==> config.mk <==
export PLATFORM = sky130hd
export DESIGN_NAME = i_q_combiner
export DESIGN_NICKNAME = d
export VERILOG_FILES = /design/src/rtl/zigbee_rx_pkg.sv /design/src/rtl/chip_word_assembler.sv /design/src/rtl/i_q_combiner.sv
export SDC_FILE = /design/constraint.sdc
export NUM_CORES = 1
export LEC_CHECK = 0
export ABC_CLOCK_PERIOD_IN_PS = 2600
export BUFFER_PORTS_ARGS = -buffer_cell sky130_fd_sc_hd__buf_2
export CELL_PAD_IN_SITES_DETAIL_PLACEMENT = 1
export CELL_PAD_IN_SITES_GLOBAL_PLACEMENT = 2
export CORE_ASPECT_RATIO = 1.5
export CORE_MARGIN = 2
export CORE_UTILIZATION = 34
export CTS_BUF_LIST = sky130_fd_sc_hd__clkbuf_2 sky130_fd_sc_hd__clkbuf_4 sky130_fd_sc_hd__clkbuf_8
export DETAILED_ROUTE_END_ITERATION = 10
export PLACE_DENSITY_LB_ADDON = 0.1
export SYNTH_ARGS = -nofsm -noshare
export SYNTH_HDL_FRONTEND = slang
export SYNTH_SLANG_ARGS = --single-unit
==> constraint.sdc <==
create_clock -name i_clk -period 2.6 [get_ports i_clk]
set_input_delay 0 -clock i_clk [delete_from_list [all_inputs] [get_ports i_clk]]
set_output_delay 0 -clock i_clk [all_outputs]
set_load 0.1 [all_outputs]
==> src/rtl/zigbee_rx_pkg.sv <==
// Shared types for the receive-side chip path: I/Q pairing state and the
// per-cycle chip command passed from the pairing FSM to the word assembler.
package zigbee_rx_pkg;

    typedef enum logic {EXP_I, EXP_Q} iq_state_t;

    localparam int CHIP_WIDTH_DEF = 32;

    typedef struct packed {
        logic vld;
        logic chip;
        logic round_even;
    } chip_cmd_t;

endpackage : zigbee_rx_pkg

==> src/rtl/chip_word_assembler.sv <==
// Registers the serial chip output and packs chips into a CHIP_WIDTH word,
// chip 0 at bit 0; an ordering error snaps the chip index back to an even slot.
module chip_word_assembler
    import zigbee_rx_pkg::*;
#(
    parameter int CHIP_WIDTH = CHIP_WIDTH_DEF
) (
    input  logic                  i_clk,
    input  logic                  i_rst_n,
    input  logic                  i_sync,
    input  chip_cmd_t             i_cmd,
    output logic                  o_chip_stream,
    output logic                  o_chip_stream_valid,
    output logic [CHIP_WIDTH-1:0] o_chip_word,
    output logic                  o_chip_word_valid
);

    localparam int               CNT_W = $clog2(CHIP_WIDTH);
    localparam logic [CNT_W-1:0] LAST  = CNT_W'(CHIP_WIDTH - 1);

    function automatic logic [CNT_W-1:0] round_down_even(input logic [CNT_W-1:0] c);
        return c & ~CNT_W'(1);
    endfunction

    logic [CNT_W-1:0]      count_q, count_d, base;
    logic [CHIP_WIDTH-1:0] acc_q, acc_d;
    logic [CHIP_WIDTH-1:0] word_q, word_d;
    logic                  word_vld_q, word_vld_d;
    logic                  stream_q, stream_d;
    logic                  stream_vld_q, stream_vld_d;

    always_comb begin
        base         = i_cmd.round_even ? round_down_even(count_q) : count_q;
        count_d      = base;
        acc_d        = acc_q;
        word_d       = word_q;
        word_vld_d   = 1'b0;
        stream_d     = 1'b0;
        stream_vld_d = 1'b0;
        if (i_sync) begin
            count_d = '0;
            acc_d   = '0;
        end else if (i_cmd.vld) begin
            stream_d     = i_cmd.chip;
            stream_vld_d = 1'b1;
            acc_d[base]  = i_cmd.chip;
            if (base == LAST) begin
                word_d     = acc_d;
                word_vld_d = 1'b1;
                count_d    = '0;
            end else begin
                count_d = base + CNT_W'(1);
            end
        end
    end

    always_ff @(posedge i_clk or negedge i_rst_n) begin
        if (!i_rst_n) begin
            count_q      <= '0;
            acc_q        <= '0;
            word_q       <= '0;
            word_vld_q   <= 1'b0;
            stream_q     <= 1'b0;
            stream_vld_q <= 1'b0;
        end else begin
            count_q      <= count_d;
            acc_q        <= acc_d;
            word_q       <= word_d;
            word_vld_q   <= word_vld_d;
            stream_q     <= stream_d;
            stream_vld_q <= stream_vld_d;
        end
    end

    assign o_chip_stream       = stream_q;
    assign o_chip_stream_valid = stream_vld_q;
    assign o_chip_word         = word_q;
    assign o_chip_word_valid   = word_vld_q;

endmodule : chip_word_assembler

==> src/rtl/i_q_combiner.sv <==
// Re-interleaves demodulated I (even) and Q (odd) chips into one serial stream
// and hands each chip to the word assembler; flags I/Q ordering violations.
module i_q_combiner
    import zigbee_rx_pkg::*;
#(
    parameter int CHIP_WIDTH = CHIP_WIDTH_DEF
) (
    input  logic                  i_clk,
    input  logic                  i_rst_n,
    input  logic                  i_sync,
    input  logic                  i_I_stream,
    input  logic                  i_I_stream_valid,
    input  logic                  i_Q_stream,
    input  logic                  i_Q_stream_valid,
    output logic                  o_ready,
    output logic                  o_chip_stream,
    output logic                  o_chip_stream_valid,
    output logic [CHIP_WIDTH-1:0] o_chip_word,
    output logic                  o_chip_word_valid,
    output logic                  o_err
);

    if (((CHIP_WIDTH % 2) != 0) || (CHIP_WIDTH < 2)) begin : g_bad_chip_width
        $error("i_q_combiner: CHIP_WIDTH must be even and >= 2");
    end

    iq_state_t state_q, state_d;
    logic      hold_q, hold_d;
    logic      hold_valid_q, hold_valid_d;
    logic      err_q, err_d;
    chip_cmd_t cmd;

    // A pending hold blocks new input, so the held Q always drains on the next cycle.
    always_comb begin
        state_d      = state_q;
        hold_d       = hold_q;
        hold_valid_d = 1'b0;
        err_d        = 1'b0;
        cmd          = '0;
        if (i_sync) begin
            state_d = EXP_I;
            hold_d  = 1'b0;
        end else if (hold_valid_q) begin
            cmd.vld  = 1'b1;
            cmd.chip = hold_q;
        end else begin
            case (state_q)
                EXP_I: begin
                    if (i_I_stream_valid) begin
                        cmd.vld  = 1'b1;
                        cmd.chip = i_I_stream;
                        if (i_Q_stream_valid) begin
                            hold_d       = i_Q_stream;
                            hold_valid_d = 1'b1;
                        end else begin
                            state_d = EXP_Q;
                        end
                    end else if (i_Q_stream_valid) begin
                        err_d = 1'b1;
                    end
                end
                EXP_Q: begin
                    if (i_I_stream_valid) begin
                        err_d    = 1'b1;
                        cmd.vld  = 1'b1;
                        cmd.chip = i_I_stream;
                        if (i_Q_stream_valid) begin
                            hold_d       = i_Q_stream;
                            hold_valid_d = 1'b1;
                            state_d      = EXP_I;
                        end else begin
                            state_d = EXP_Q;
                        end
                    end else if (i_Q_stream_valid) begin
                        cmd.vld  = 1'b1;
                        cmd.chip = i_Q_stream;
                        state_d  = EXP_I;
                    end
                end
                default: state_d = EXP_I;
            endcase
        end
        cmd.round_even = err_d;
    end

    always_ff @(posedge i_clk or negedge i_rst_n) begin
        if (!i_rst_n) begin
            state_q      <= EXP_I;
            hold_q       <= 1'b0;
            hold_valid_q <= 1'b0;
            err_q        <= 1'b0;
        end else begin
            state_q      <= state_d;
            hold_q       <= hold_d;
            hold_valid_q <= hold_valid_d;
            err_q        <= err_d;
        end
    end

    assign o_ready = ~hold_valid_q;
    assign o_err   = err_q;

    chip_word_assembler #(
        .CHIP_WIDTH (CHIP_WIDTH)
    ) u_asm (
        .i_clk               (i_clk),
        .i_rst_n             (i_rst_n),
        .i_sync              (i_sync),
        .i_cmd               (cmd),
        .o_chip_stream       (o_chip_stream),
        .o_chip_stream_valid (o_chip_stream_valid),
        .o_chip_word         (o_chip_word),
        .o_chip_word_valid   (o_chip_word_valid)
    );

endmodule : i_q_combiner

==> results.json <==
{
  "run_status": "complete, no violations",
  "clk_slew_on_worst_s_h_paths_ps": 70,
  "worst_ep_arrival_time_ps": 2730,
  "dp_slack_ps": 47.1,
  "route.top_layer_used": "met4",
  "cp-end-kind": "register",
  "final-seq-area_um2": 1900,
  "routedLengthMet1_um": 4760,
  "detailroute.via_count": 3066,
  "number_of_design_rule_violations_left_after_detail_routing": 0,
  "dpl.hpwl_um": 6320,
  "crit_chain": "or3b_1 -> a211o_1 -> nand2_1 -> inv_1 -> ha_4 -> nand2_4 -> nor2_1 -> ha_1 -> buf_4 -> or3_1 -> a21oi_1",
  "power.share.clock": 0.363,
  "antennaDiodeCount": 0,
  "finalSetupViolations": 0,
  "grt_setup_unrepaired": "false",
  "asyncSetResetFlopFracSynth": 1.00,
  "number_of_cts_inserted_buffers": 9,
  "fp.dieArea_um2": 11300,
  "most-common-layout-cells": "sky130_fd_sc_hd__dfrtp_1, sky130_fd_sc_hd__nor2_1, sky130_fd_sc_hd__buf_2, sky130_fd_sc_hd__a21oi_1, sky130_fd_sc_hd__o21ai_0",
  "post-cts-setup-buffers": 0,
  "layout-drive-gt1-share": 0.188,
  "grt_start_max_net_pins": 77,
  "fin_skew_ps": 7.39,
  "first_global_vias": 3075,
  "final.setup.worst_slack_ps": 151,
  "initialDrtViolationCount": 140,
  "p_seq_frac": 0.546,
  "gr-total-overflow": 0,
  "setup.worst_path.start_class": "register",
  "timing_worst_slew_pin_value_ps": 981,
  "ios": 44,
  "worstSkewPairLatency_ps": 360,
  "cap_violations": 0,
  "synth_top_flop_cell": "sky130_fd_sc_hd__dfrtp_1",
  "initial_core_util": 0.351,
  "fin_cells": 542,
  "hold_wc_path_type": "input pin to register",
  "multi_input_area_um2": 1560,
  "track_usage": 0.179,
  "cp_max_fanout": 7,
  "power_leakage_uw": 0.00186,
  "netlist_area_um2": 3550,
  "met2_wirelength_um": 4570,
  "switching_share": 0.269,
  "min_period_ps": 2450,
  "power.density_nw_per_um2": 526,
  "routed_wl_um": 9660,
  "clockBufferDepth": 2,
  "grt_pass1_wl_um": 15800,
  "floorplan.rows": 45,
  "timing.setup.tns_ps": 0,
  "achievable-frequency_mhz": 408,
  "post-route-period-util": 0.942,
  "cp_data_required_time_ps": 2880,
  "dr.pass1.iters": 4,
  "net-switching-power_uw": 589,
  "fp.dieH_um": 129,
  "postSynthRegisterBits": 76,
  "timing_max_transition_violations_final": 0,
  "p_int_uw": 1600,
  "average_cell_area_after_synthesis_um2": 9.35,
  "dpl.cell_count": 525,
  "crit_type": "register to register",
  "yosysUniqueCellTypes": 29,
  "max_slew_margin": 0.346,
  "routedWlPerCell_um": 17.8,
  "viasPerCell": 5.66,
  "fin_nets": 434,
  "area_of_the_core_region_um2": 10100,
  "cts_sinks": 76,
  "syn_to_final_growth_pct": 17.4,
  "cts_tree": "yes",
  "yosysWarnings": 0,
  "slowest_delay_ps": 380,
  "synth-seq-area-share": 0.535,
  "hold_violation_count_in_the_final_report": 0,
  "cts-htree-levels": 3,
  "final_core_area_utilization": 0.412,
  "layout_commonest_cell": "sky130_fd_sc_hd__dfrtp_1",
  "fp.dieW_um": 87.5,
  "wl_met3_um": 214,
  "power_frac_comb": 0.092,
  "antenna_violating_nets_post_route": 0,
  "critical-path-slowest-cell": "sky130_fd_sc_hd__dfrtp_1",
  "syn-instance-count": 380,
  "synth_fp_nets": 392,
  "grt_antenna_before_repair": 0,
  "fillers": 1209,
  "buffers_added_on_ports": 43,
  "synth_enable_flop_cells": 0,
  "place_congestion": 0.734,
  "root_buffer": "sky130_fd_sc_hd__clkbuf_8",
  "max-vdd-ir-drop_mv": 0.262
}
Yosys cell counts, drive strengths merged, types with 2 or more instances:
| cell type | n | area share |
|---|---|---|
| dfrtp | 76 | 0.54 |
| nand2 | 17 | 0.018 |
| buf | 12 | 0.014 |
| or2 | 2 | 0.0035 |
| nor2b | 8 | 0.014 |
| nand4 | 18 | 0.032 |
| clkbuf | 18 | 0.019 |
| ha | 5 | 0.018 |
| a31oi | 33 | 0.058 |
| a211o | 3 | 0.0074 |
| nor3 | 4 | 0.0056 |
| o31ai | 27 | 0.057 |
| o21ai | 37 | 0.052 |
| inv | 6 | 0.0063 |
| mux2i | 2 | 0.0056 |
| nor2 | 47 | 0.050 |
| nand2b | 8 | 0.014 |
| a21oi | 37 | 0.052 |
| nand3 | 12 | 0.017 |
layer usage:
metal,track usage,vias up
met5,0,-
met4,0.0534,0
met3,0.0369,8
met2,0.283,44
met1,0.246,1541
li1,-,1473
critical path, delay by kind of cell, from the launching register on:
family / cells / cell delay, ps
buffers and inverters: 2 / 250
AND/OR/NAND/NOR: 5 / 920
adder cells (fa/ha/maj): 2 / 390
flip-flops: 1 / 380
AO/OA/AOI/OAI: 2 / 440
flip-flops by register name (all words and copies together), names as in the netlist:
name	flops
o_err	1
u_asm.acc_q	32
u_asm.o_chip_stream_valid	1
hold_valid_q	1
u_asm.o_chip_stream	1
state_q	1
hold_q	1
u_asm.o_chip_word	32
u_asm.count_q	5
u_asm.o_chip_word_valid	1
power by group through the flow:
stage	Clock (uW)	Combinational, uW	Sequential, uW
after floorplan	0	97.9	1240
after CTS	828	204	1200
after detailed placement	0	201	1220
after global placement	0	198	1220
after global routing	861	222	1200
final	795	201	1200
area by class of cell:
cell class                      count  share of cell area
Clock inverter                      3             0.00360
Timing Repair Buffer               61              0.0918
Tap cell                          117              0.0351
Sequential cell                    76               0.456
Clock buffer                       11              0.0348
Multi-Input combinational cell    268               0.374
Inverter                            6             0.00540
final timing paths:
| check | slack, ps | to | from | depth (start not counted) |
|---|---|---|---|---|
| setup / recovery | 150 | u_asm.count_q[2] | state_q | 11 |
| hold / removal | 20 | hold_valid_q | i_I_stream_valid | 3 |
| setup reg to reg | 150 | u_asm.count_q[2] | state_q | 11 |
| hold reg to reg | 530 | u_asm.acc_q[4] | u_asm.acc_q[4] | 2 |
| max in group asynchronous | 1630 | u_asm.o_chip_word[0] | i_rst_n | 2 |
| min in group asynchronous | 340 | u_asm.o_chip_word[19] | i_rst_n | 2 |
cell families (layout without fill, tap and decap cells):
group / count (synthesis) / count (layout) / share of synthesized area
DFF: 76 / 76 / 0.535
AOI/OAI and AO/OA: 140 / 140 / 0.237
buffers and inverters: 36 / 81 / 0.0401
adders and majority gates: 5 / 5 / 0.0176
and+or+nand+nor: 121 / 121 / 0.164
muxes: 2 / 2 / 0.00563
through the flow:
stage | hold WS, ps | total power (uW) | cell area, um^2
after detailed placement | 236 | 1420 | 3940
after global placement | 231 | 1420 | 3940
final | 16.8 | 2190 | 4170
after floorplan | -296 | 1340 | 3560
after global routing | 36.3 | 2280 | 4170
after CTS | 6.10 | 2230 | 4120
what timing repair did:
item,4_1_cts,5_1_grt
hold buffers,2,0
hold endpoints to repair,77,0
endpoints found under the setup margin,0,23
gates resized for setup,0,8
No activity file was read; power rests on OpenSTA's default activity.
